## src/rtl/api_pkg.sv

```systemverilog
// Shared definitions for the host-command mapper: command codes, FSM states
// and argument field positions.
package api_pkg;

  typedef enum logic [5:0] {
    CMD_SET_OFFSET = 6'd1,
    CMD_LOAD_BEGIN = 6'd2,
    CMD_LOAD_END   = 6'd3,
    CMD_SET_PTR    = 6'd4,
    CMD_WRITE      = 6'd5,
    CMD_READ       = 6'd6,
    CMD_STATUS     = 6'd7
  } cmd_e;

  typedef enum logic {
    ST_IDLE,
    ST_RAM_WAIT
  } state_e;

  localparam int REGION_LSB    = 0;
  localparam int REGION_MSB    = 3;
  localparam int SHIFT_LSB     = 8;
  localparam int SHIFT_MSB     = 12;
  localparam int DROP_CNT_BITS = 8;

endpackage

```

## src/rtl/api_ram_port.sv

```systemverilog
// Toggle-handshake SDRAM port. An issue pulse launches one access by toggling
// ram_req; the access completes when ram_ack has caught up with ram_req.
// Address, data and direction are held for the whole pending access.
module api_ram_port #(
  parameter int ADDR_BITS = 24,
  parameter int DATA_BITS = 16
) (
  input  logic                 clk,
  input  logic                 rst,
  input  logic                 issue,
  input  logic                 issue_we,
  input  logic [ADDR_BITS-1:0] issue_addr,
  input  logic [DATA_BITS-1:0] issue_data,
  output logic                 done,
  output logic [DATA_BITS-1:0] rdata,
  output logic                 ram_req,
  input  logic                 ram_ack,
  output logic                 ram_we,
  output logic [ADDR_BITS-1:0] ram_address,
  output logic [DATA_BITS-1:0] ram_data_write,
  input  logic [DATA_BITS-1:0] ram_data_read
);

  logic pending;

  assign done  = pending && (ram_ack == ram_req);
  assign rdata = ram_data_read;

  // Launch an access on issue, retire it when the acknowledge toggle matches.
  always_ff @(posedge clk or posedge rst) begin
    if (rst) begin
      pending        <= 1'b0;
      ram_req        <= 1'b0;
      ram_we         <= 1'b0;
      ram_address    <= '0;
      ram_data_write <= '0;
    end else if (issue) begin
      pending        <= 1'b1;
      ram_req        <= ~ram_req;
      ram_we         <= issue_we;
      ram_address    <= issue_addr;
      ram_data_write <= issue_data;
    end else if (done) begin
      pending        <= 1'b0;
    end
  end

endmodule

```

## src/rtl/api_mapper.sv

```systemverilog
// Host-command decoder: region base offsets, load flag, auto-incrementing
// SDRAM pointer, drop counter and a toggle-handshake SDRAM port.
// Optional: define API_READBACK_EN to implement the READ command; otherwise
// READ is rejected and no SDRAM read is ever made.
module api_mapper #(
  parameter int ADDR_BITS = 24,
  parameter int DATA_BITS = 16,
  parameter int REGIONS   = 4
) (
  input  logic                         clk,
  input  logic                         rst,
  input  logic                         req_valid,
  input  logic [5:0]                   req_cmd,
  input  logic [31:0]                  req_arg,
  output logic                         resp_valid,
  output logic [31:0]                  resp_arg,
  output logic                         resp_err,
  output logic                         ram_req,
  input  logic                         ram_ack,
  output logic                         ram_we,
  output logic [ADDR_BITS-1:0]         ram_address,
  output logic [DATA_BITS-1:0]         ram_data_write,
  input  logic [DATA_BITS-1:0]         ram_data_read,
  output logic [REGIONS*ADDR_BITS-1:0] region_offset,
  output logic                         write_active
);
  import api_pkg::*;

  localparam int PTR_W = (ADDR_BITS < 24) ? ADDR_BITS : 24;

  state_e                     state_q, state_d;
  logic                       issue, issue_we, imm, imm_err, done, arg_hi_nz, drop;
  logic [31:0]                imm_arg;
  logic [DATA_BITS-1:0]       rdata;
  logic [ADDR_BITS-1:0]       pointer, new_off;
  logic [ADDR_BITS-1:0]       offsets [REGIONS];
  logic [DROP_CNT_BITS-1:0]   drop_cnt;
  logic [3:0]                 region;
  logic [4:0]                 shift;
  logic [23:0]                ptr24;

  assign region  = req_arg[REGION_MSB:REGION_LSB];
  assign shift   = req_arg[SHIFT_MSB:SHIFT_LSB];
  assign new_off = (shift == 5'd0) ? '0 : (ADDR_BITS'(1) << shift);
  assign ptr24   = 24'(pointer[PTR_W-1:0]);
  assign drop    = req_valid && (state_q != ST_IDLE);

  if (ADDR_BITS < 32) begin : g_hi
    assign arg_hi_nz = |req_arg[31:ADDR_BITS];
  end else begin : g_nohi
    assign arg_hi_nz = 1'b0;
  end

  for (genvar i = 0; i < REGIONS; i++) begin : g_pack
    assign region_offset[i*ADDR_BITS +: ADDR_BITS] = offsets[i];
  end

  api_ram_port #(.ADDR_BITS(ADDR_BITS), .DATA_BITS(DATA_BITS)) u_ram_port (
    .clk            (clk),
    .rst            (rst),
    .issue          (issue),
    .issue_we       (issue_we),
    .issue_addr     (pointer),
    .issue_data     (req_arg[DATA_BITS-1:0]),
    .done           (done),
    .rdata          (rdata),
    .ram_req        (ram_req),
    .ram_ack        (ram_ack),
    .ram_we         (ram_we),
    .ram_address    (ram_address),
    .ram_data_write (ram_data_write),
    .ram_data_read  (ram_data_read)
  );

`ifndef API_READBACK_EN
  logic unused_rdata;
  assign unused_rdata = ^rdata;
`endif

  // FSM state register.
  always_ff @(posedge clk or posedge rst) begin
    if (rst) state_q <= ST_IDLE;
    else     state_q <= state_d;
  end

  // Next state, access launch and immediate-command decode.
  always_comb begin
    state_d  = state_q;
    issue    = 1'b0;
    issue_we = 1'b0;
    imm      = 1'b0;
    imm_err  = 1'b0;
    imm_arg  = '0;
    case (state_q)
      ST_IDLE: begin
        if (req_valid) begin
          if (req_cmd == CMD_WRITE) begin
            issue    = 1'b1;
            issue_we = 1'b1;
            state_d  = ST_RAM_WAIT;
`ifdef API_READBACK_EN
          end else if (req_cmd == CMD_READ) begin
            issue    = 1'b1;
            state_d  = ST_RAM_WAIT;
`endif
          end else begin
            imm = 1'b1;
          end
        end
      end
      ST_RAM_WAIT: if (done) state_d = ST_IDLE;
      default:     state_d = ST_IDLE;
    endcase
    case (req_cmd)
      CMD_SET_OFFSET: imm_err = (32'(region) >= REGIONS) || (32'(shift) >= ADDR_BITS);
      CMD_LOAD_BEGIN,
      CMD_LOAD_END:   imm_err = 1'b0;
      CMD_SET_PTR:    imm_err = arg_hi_nz;
      CMD_STATUS:     imm_arg = {ptr24, drop_cnt};
      default:        imm_err = 1'b1;
    endcase
  end

  // Response strobe: immediate commands and completed SDRAM accesses.
  always_ff @(posedge clk or posedge rst) begin
    if (rst) begin
      resp_valid <= 1'b0;
      resp_err   <= 1'b0;
      resp_arg   <= '0;
    end else begin
      resp_valid <= imm || done;
      resp_err   <= imm && imm_err;
      if (imm) begin
        resp_arg <= imm_arg;
      end else if (done) begin
`ifdef API_READBACK_EN
        resp_arg <= ram_we ? 32'd0 : 32'(rdata);
`else
        resp_arg <= 32'd0;
`endif
      end
    end
  end

  // Pointer, load flag and drop counter.
  always_ff @(posedge clk or posedge rst) begin
    if (rst) begin
      pointer      <= '0;
      write_active <= 1'b1;
      drop_cnt     <= '0;
    end else begin
      if (done) pointer <= pointer + ADDR_BITS'(1);
      else if (imm && req_cmd == CMD_SET_PTR && !imm_err) pointer <= req_arg[ADDR_BITS-1:0];
      if (imm && req_cmd == CMD_LOAD_BEGIN) write_active <= 1'b1;
      if (imm && req_cmd == CMD_LOAD_END)   write_active <= 1'b0;
      if (imm && req_cmd == CMD_STATUS)
        drop_cnt <= drop ? DROP_CNT_BITS'(1) : '0;
      else if (drop && drop_cnt != '1)
        drop_cnt <= drop_cnt + DROP_CNT_BITS'(1);
    end
  end

  // Region base offsets, written only by an accepted SET_OFFSET.
  always_ff @(posedge clk or posedge rst) begin
    if (rst) begin
      for (int i = 0; i < REGIONS; i++) offsets[i] <= '0;
    end else if (imm && req_cmd == CMD_SET_OFFSET && !imm_err) begin
      for (int i = 0; i < REGIONS; i++)
        if (region == 4'(i)) offsets[i] <= new_off;
    end
  end

endmodule

```

## config.mk

```make
export PLATFORM = sky130hd
export DESIGN_NAME = api_mapper
export DESIGN_NICKNAME = d
export VERILOG_FILES = /design/src/rtl/api_pkg.sv /design/src/rtl/api_ram_port.sv /design/src/rtl/api_mapper.sv
export SDC_FILE = /design/constraint.sdc
export NUM_CORES = 1
export LEC_CHECK = 0
export CAP_MARGIN = 20
export CORE_UTILIZATION = 28
export CTS_CLUSTER_SIZE = 12
export DETAILED_ROUTE_END_ITERATION = 10
export MAX_ROUTING_LAYER = met4
export SLEW_MARGIN = 10
export SYNTH_ARGS = -nofsm -noshare
export SYNTH_HDL_FRONTEND = slang
export SYNTH_SLANG_ARGS = --single-unit
```

## constraint.sdc

```tcl
create_clock -name clk -period 11.4 [get_ports clk]
set_clock_uncertainty 0.2 [all_clocks]
set_input_delay 2.85 -clock clk [delete_from_list [all_inputs] [get_ports clk]]
set_output_delay 2.85 -clock clk [all_outputs]
set_load 0.01 [all_outputs]
```

==> out/qor_table.md <==
| Parameter | Value | Unit |
| --- | --- | --- |
| Part of the cycle the worst path needs | 0.453 | - |
| Count of mapped cells out of synthesis | 747 | - |
| Number of warnings issued by yosys | 0 | - |
| Type of the setup path with the least slack | primary input to flop | - |
| Max clock buf depth | 3 | - |
| Cell type with the highest aggregate area in the netlist | sky130_fd_sc_hd__dfrtp_1 | - |
| Count of cells along the worst hold path | 1 | - |
| Vias after detailed routing | 6584 | - |
| Die ar. | 32500 | um^2 |
| Number of antenna violations at the first check in global routing | 1 | - |
| Pre-Repair DR Iteration Count | 5 | - |
| Post-CTS Hold Fix Bufs | 0 | - |
| Slowest-stage cell, CP | sky130_fd_sc_hd__nor4_1 | - |
| Endpoint kind of the worst setup timing path | flop | - |
| CTS tree | built | - |
| Max stage delay on crit path | 0.83 | ns |
| Cell at the root of the clock tree | sky130_fd_sc_hd__clkbuf_16 | - |
| Worst-path maximum fanout | 12 | - |
| Pin count of the biggest net entering global routing | 138 | - |
| WP data required | 11.61 | ns |
| Fmax | 0.193 | GHz |
| Sequential-to-total area share from yosys stat | 0.583 | - |
| Startpoint of the most critical register-to-register path | u_ram_port.ram_req | - |
| Worst slew margin relative to its limit | 0.345 | - |
| Quantity of gates resized following cts | 0 | - |
| Top-area cell type share of the netlist area | 0.580 | - |
| FF+latch count, synth | 207 | - |
| FFs w/ async S/R, synth | 1.00 | - |
| Min cycle time layout | 5.17 | ns |
| Synth unique cells | 66 | - |
| Number of enable-type register cells in the synthesized netlist | 0 | - |
| Number of rows created at floorplan | 64 | - |
| Share of layout cells above drive strength 1 | 0.151 | - |
| Number of sinks handled by clock tree synthesis | 207 | - |
| Startpoint kind of the worst setup timing path | primary input | - |
| I/O Pins | 231 | - |
| Flop-to-flop setup slack | 8.87 | ns |
| Launch point of the worst path | req_arg[29] | - |
| Placeable core region | 30900 | um^2 |
| H-tree Lvls | 1 | - |
| Post-CTS setup repair buffer count | 0 | - |
| Worst hold slack | 0.268 | ns |
| Port Buffers | 214 | - |
| Dominant cells by area after synthesis | sky130_fd_sc_hd__dfrtp_1, sky130_fd_sc_hd__mux2_2, sky130_fd_sc_hd__nand2_1 | - |
| Total length of routed wires | 25500 | um |
| Global-route wire length before repair | 40600 | um |
| Starting Density | 0.287 | - |
| Clock latency at the later pin of the worst-skew pair | 0.51 | ns |
| Die Width | 180 | um |
| Post-synthesis instance area | 8890 | um^2 |
| All-layer global routing usage | 0.164 | - |
| Clock input transition at the sequential cells of the worst setup and hold paths | 0.06 | ns |
| Reg2reg end | pointer[10] | - |
| Avg Vias per Cell | 4.83 | - |
| Max-slew violation count | 0 | - |
| Total negative slack | 0 | ns |
| DPL Wire Length | 17300 | um |
| Layout-stage area growth over the synthesis result | 36.5 | % |
| Run status | completed | - |
| Drt wl/cell | 18.7 | um |
| Post-route ant nets | 0 | - |
| Via count of the first global-routing pass | 6697 | - |
| Number of nets produced by synthesis | 807 | - |
| GRT Residual Overflow | 0 | - |
| Mapped Avg Cell Area | 11.9 | um^2 |
| Hold/Removal Path Class | flop to flop | - |
| Max-cap viol count | 0 | - |
| Arrival time reported for the critical path endpoint | 5.38 | ns |
| Net count reported at finish | 1011 | - |
| Cts bufs inserted | 24 | - |
| Final weighted congestion in routability-driven placement | 0.770 | - |
| Die height | 180 | um |
| Most instantiated library cell after synthesis | sky130_fd_sc_hd__dfrtp_1 | - |
| Commonest cells in the netlist | sky130_fd_sc_hd__dfrtp_1, sky130_fd_sc_hd__nand2_1, sky130_fd_sc_hd__mux2_2 | - |
| Post-route core utilization | 0.392 | - |
| Critical path destination | pointer[10] | - |
| Largest vdd supply drop | 118 | uV |
| Leading register cell type out of synthesis | sky130_fd_sc_hd__dfrtp_1 | - |
| Setup repair after global routing missed its margin | no | - |
| Power Dens Cells | 145 | nW/um^2 |
| Final setup viols | 0 | - |
| Remaining DRCs | 0 | - |
| DRC violation total after the first TritonRoute iteration | 390 | - |
| Cell-by-cell trace of the critical path | clkdlybuf4s50_1, nor4_1, nand4b_4, nand2_1, o21ai_0, a221oi_1 | - |
| Final Hold Vio Count | 0 | - |
| Pin slew with the least headroom to its limit | 0.973 | ns |
| Leakage | 5.38 | nW |
| Worst r2r path cells | 5 | - |
## placed cells by master, fill, tap and decap left out, types with 5 or more instances in the layout
| cell type | n |
|---|---|
| sky130_fd_sc_hd__buf_4 | 10 |
| sky130_fd_sc_hd__clkdlybuf4s50_1 | 214 |
| sky130_fd_sc_hd__mux2_1 | 8 |
| sky130_fd_sc_hd__nand4_1 | 8 |
| sky130_fd_sc_hd__mux2_4 | 20 |
| sky130_fd_sc_hd__nand2_1 | 102 |
| sky130_fd_sc_hd__inv_1 | 7 |
| sky130_fd_sc_hd__nor2b_1 | 6 |
| sky130_fd_sc_hd__xor2_1 | 6 |
| sky130_fd_sc_hd__nor4_1 | 6 |
| sky130_fd_sc_hd__a22o_1 | 32 |
| sky130_fd_sc_hd__o21ai_0 | 26 |
| sky130_fd_sc_hd__o22ai_1 | 9 |
| sky130_fd_sc_hd__nor3_1 | 15 |
| sky130_fd_sc_hd__nand2b_1 | 5 |
| sky130_fd_sc_hd__nand3_1 | 19 |
| sky130_fd_sc_hd__and3_1 | 7 |
| sky130_fd_sc_hd__mux2_2 | 56 |
| sky130_fd_sc_hd__clkbuf_1 | 7 |
| sky130_fd_sc_hd__a21oi_1 | 14 |
| sky130_fd_sc_hd__nor2_1 | 46 |
| sky130_fd_sc_hd__dfrtp_1 | 206 |
| sky130_fd_sc_hd__o21ai_1 | 25 |
| sky130_fd_sc_hd__clkbuf_16 | 25 |
| sky130_fd_sc_hd__and2_1 | 6 |
## where the power goes
group	internal, mW	switching, mW
clock network	0.470	0.299
registers	0.773	0.0527
logic	0.0844	0.0844
total	1.33	0.436
## cell families (layout without fill, tap and decap cells)
kind of cell,Yosys count,count (layout),share of synthesized area
adder cells (fa/ha/maj),2,2,0.00282
buffers and inverters,55,274,0.0372
AND/OR/NAND/NOR,253,253,0.146
flip-flops,207,207,0.583
other,0,1,0
multiplexers,88,88,0.119
XOR/XNOR,10,10,0.00986
AO/OA/AOI/OAI,132,132,0.102
## flip-flops by register name (all words and copies together) (netlist names)
signal / cells
resp_valid: 1
u_ram_port.ram_req: 1
drop_cnt: 8
write_active: 1
resp_err: 1
region_offset: 96
u_ram_port.ram_address: 24
u_ram_port.pending: 1
u_ram_port.ram_data_write: 16
pointer: 24
state_q: 1
u_ram_port.ram_we: 1
resp_arg: 32
## worst max-delay path: cells and delay by family
family / cells / cell delay, ns
and+or+nand+nor: 3 / 1.68
AOI/OAI and AO/OA: 2 / 0.45
buffers and inverters: 1 / 0.39
## per-stage QoR
stage | cells | power (mW) | setup WS [ns] | instance area, um^2
2_1_floorplan | 747 | 0.917 | 2.70 | 8890
3_3_place_gp | 1320 | 1.01 | 5.77 | 11300
3_5_place_dp | 1320 | 1.01 | 5.75 | 11300
4_1_cts | 1361 | 1.79 | 6.30 | 12100
5_1_grt | 1363 | 1.84 | 6.15 | 12100
6_report | 1363 | 1.76 | 6.23 | 12100
## per-layer routing
layer | up-vias | wire, um | GRT usage
met5 | - | 0 | -
met4 | 0 | 579 | 0.0465
met3 | 44 | 1340 | 0.0273
met2 | 180 | 12000 | 0.259
met1 | 3299 | 11500 | 0.216
li1 | 3061 | - | -
## worst min path at each step
stage / from / end / slack [ns]
after CTS: write_active / write_active / 0.28
after global placement: u_ram_port.ram_we / u_ram_port.ram_we / 0.25
after floorplan: write_active / write_active / 0.27
after global routing: write_active / write_active / 0.30
final: u_ram_port.ram_we / u_ram_port.ram_we / 0.27
after detailed placement: u_ram_port.ram_we / u_ram_port.ram_we / 0.25
## layout make-up
type / instances / area (um^2)
Fill cell: 3004 / 18800
Sequential cell: 207 / 5180
Multi-Input combinational cell: 485 / 3380
Timing Repair Buffer: 225 / 2240
Clock buffer: 36 / 707
Tap cell: 396 / 495
Clock inverter: 5 / 77.6
Inverter: 8 / 37.5
Antenna cell: 1 / 2.50
No activity file was read; power rests on OpenSTA's default activity.
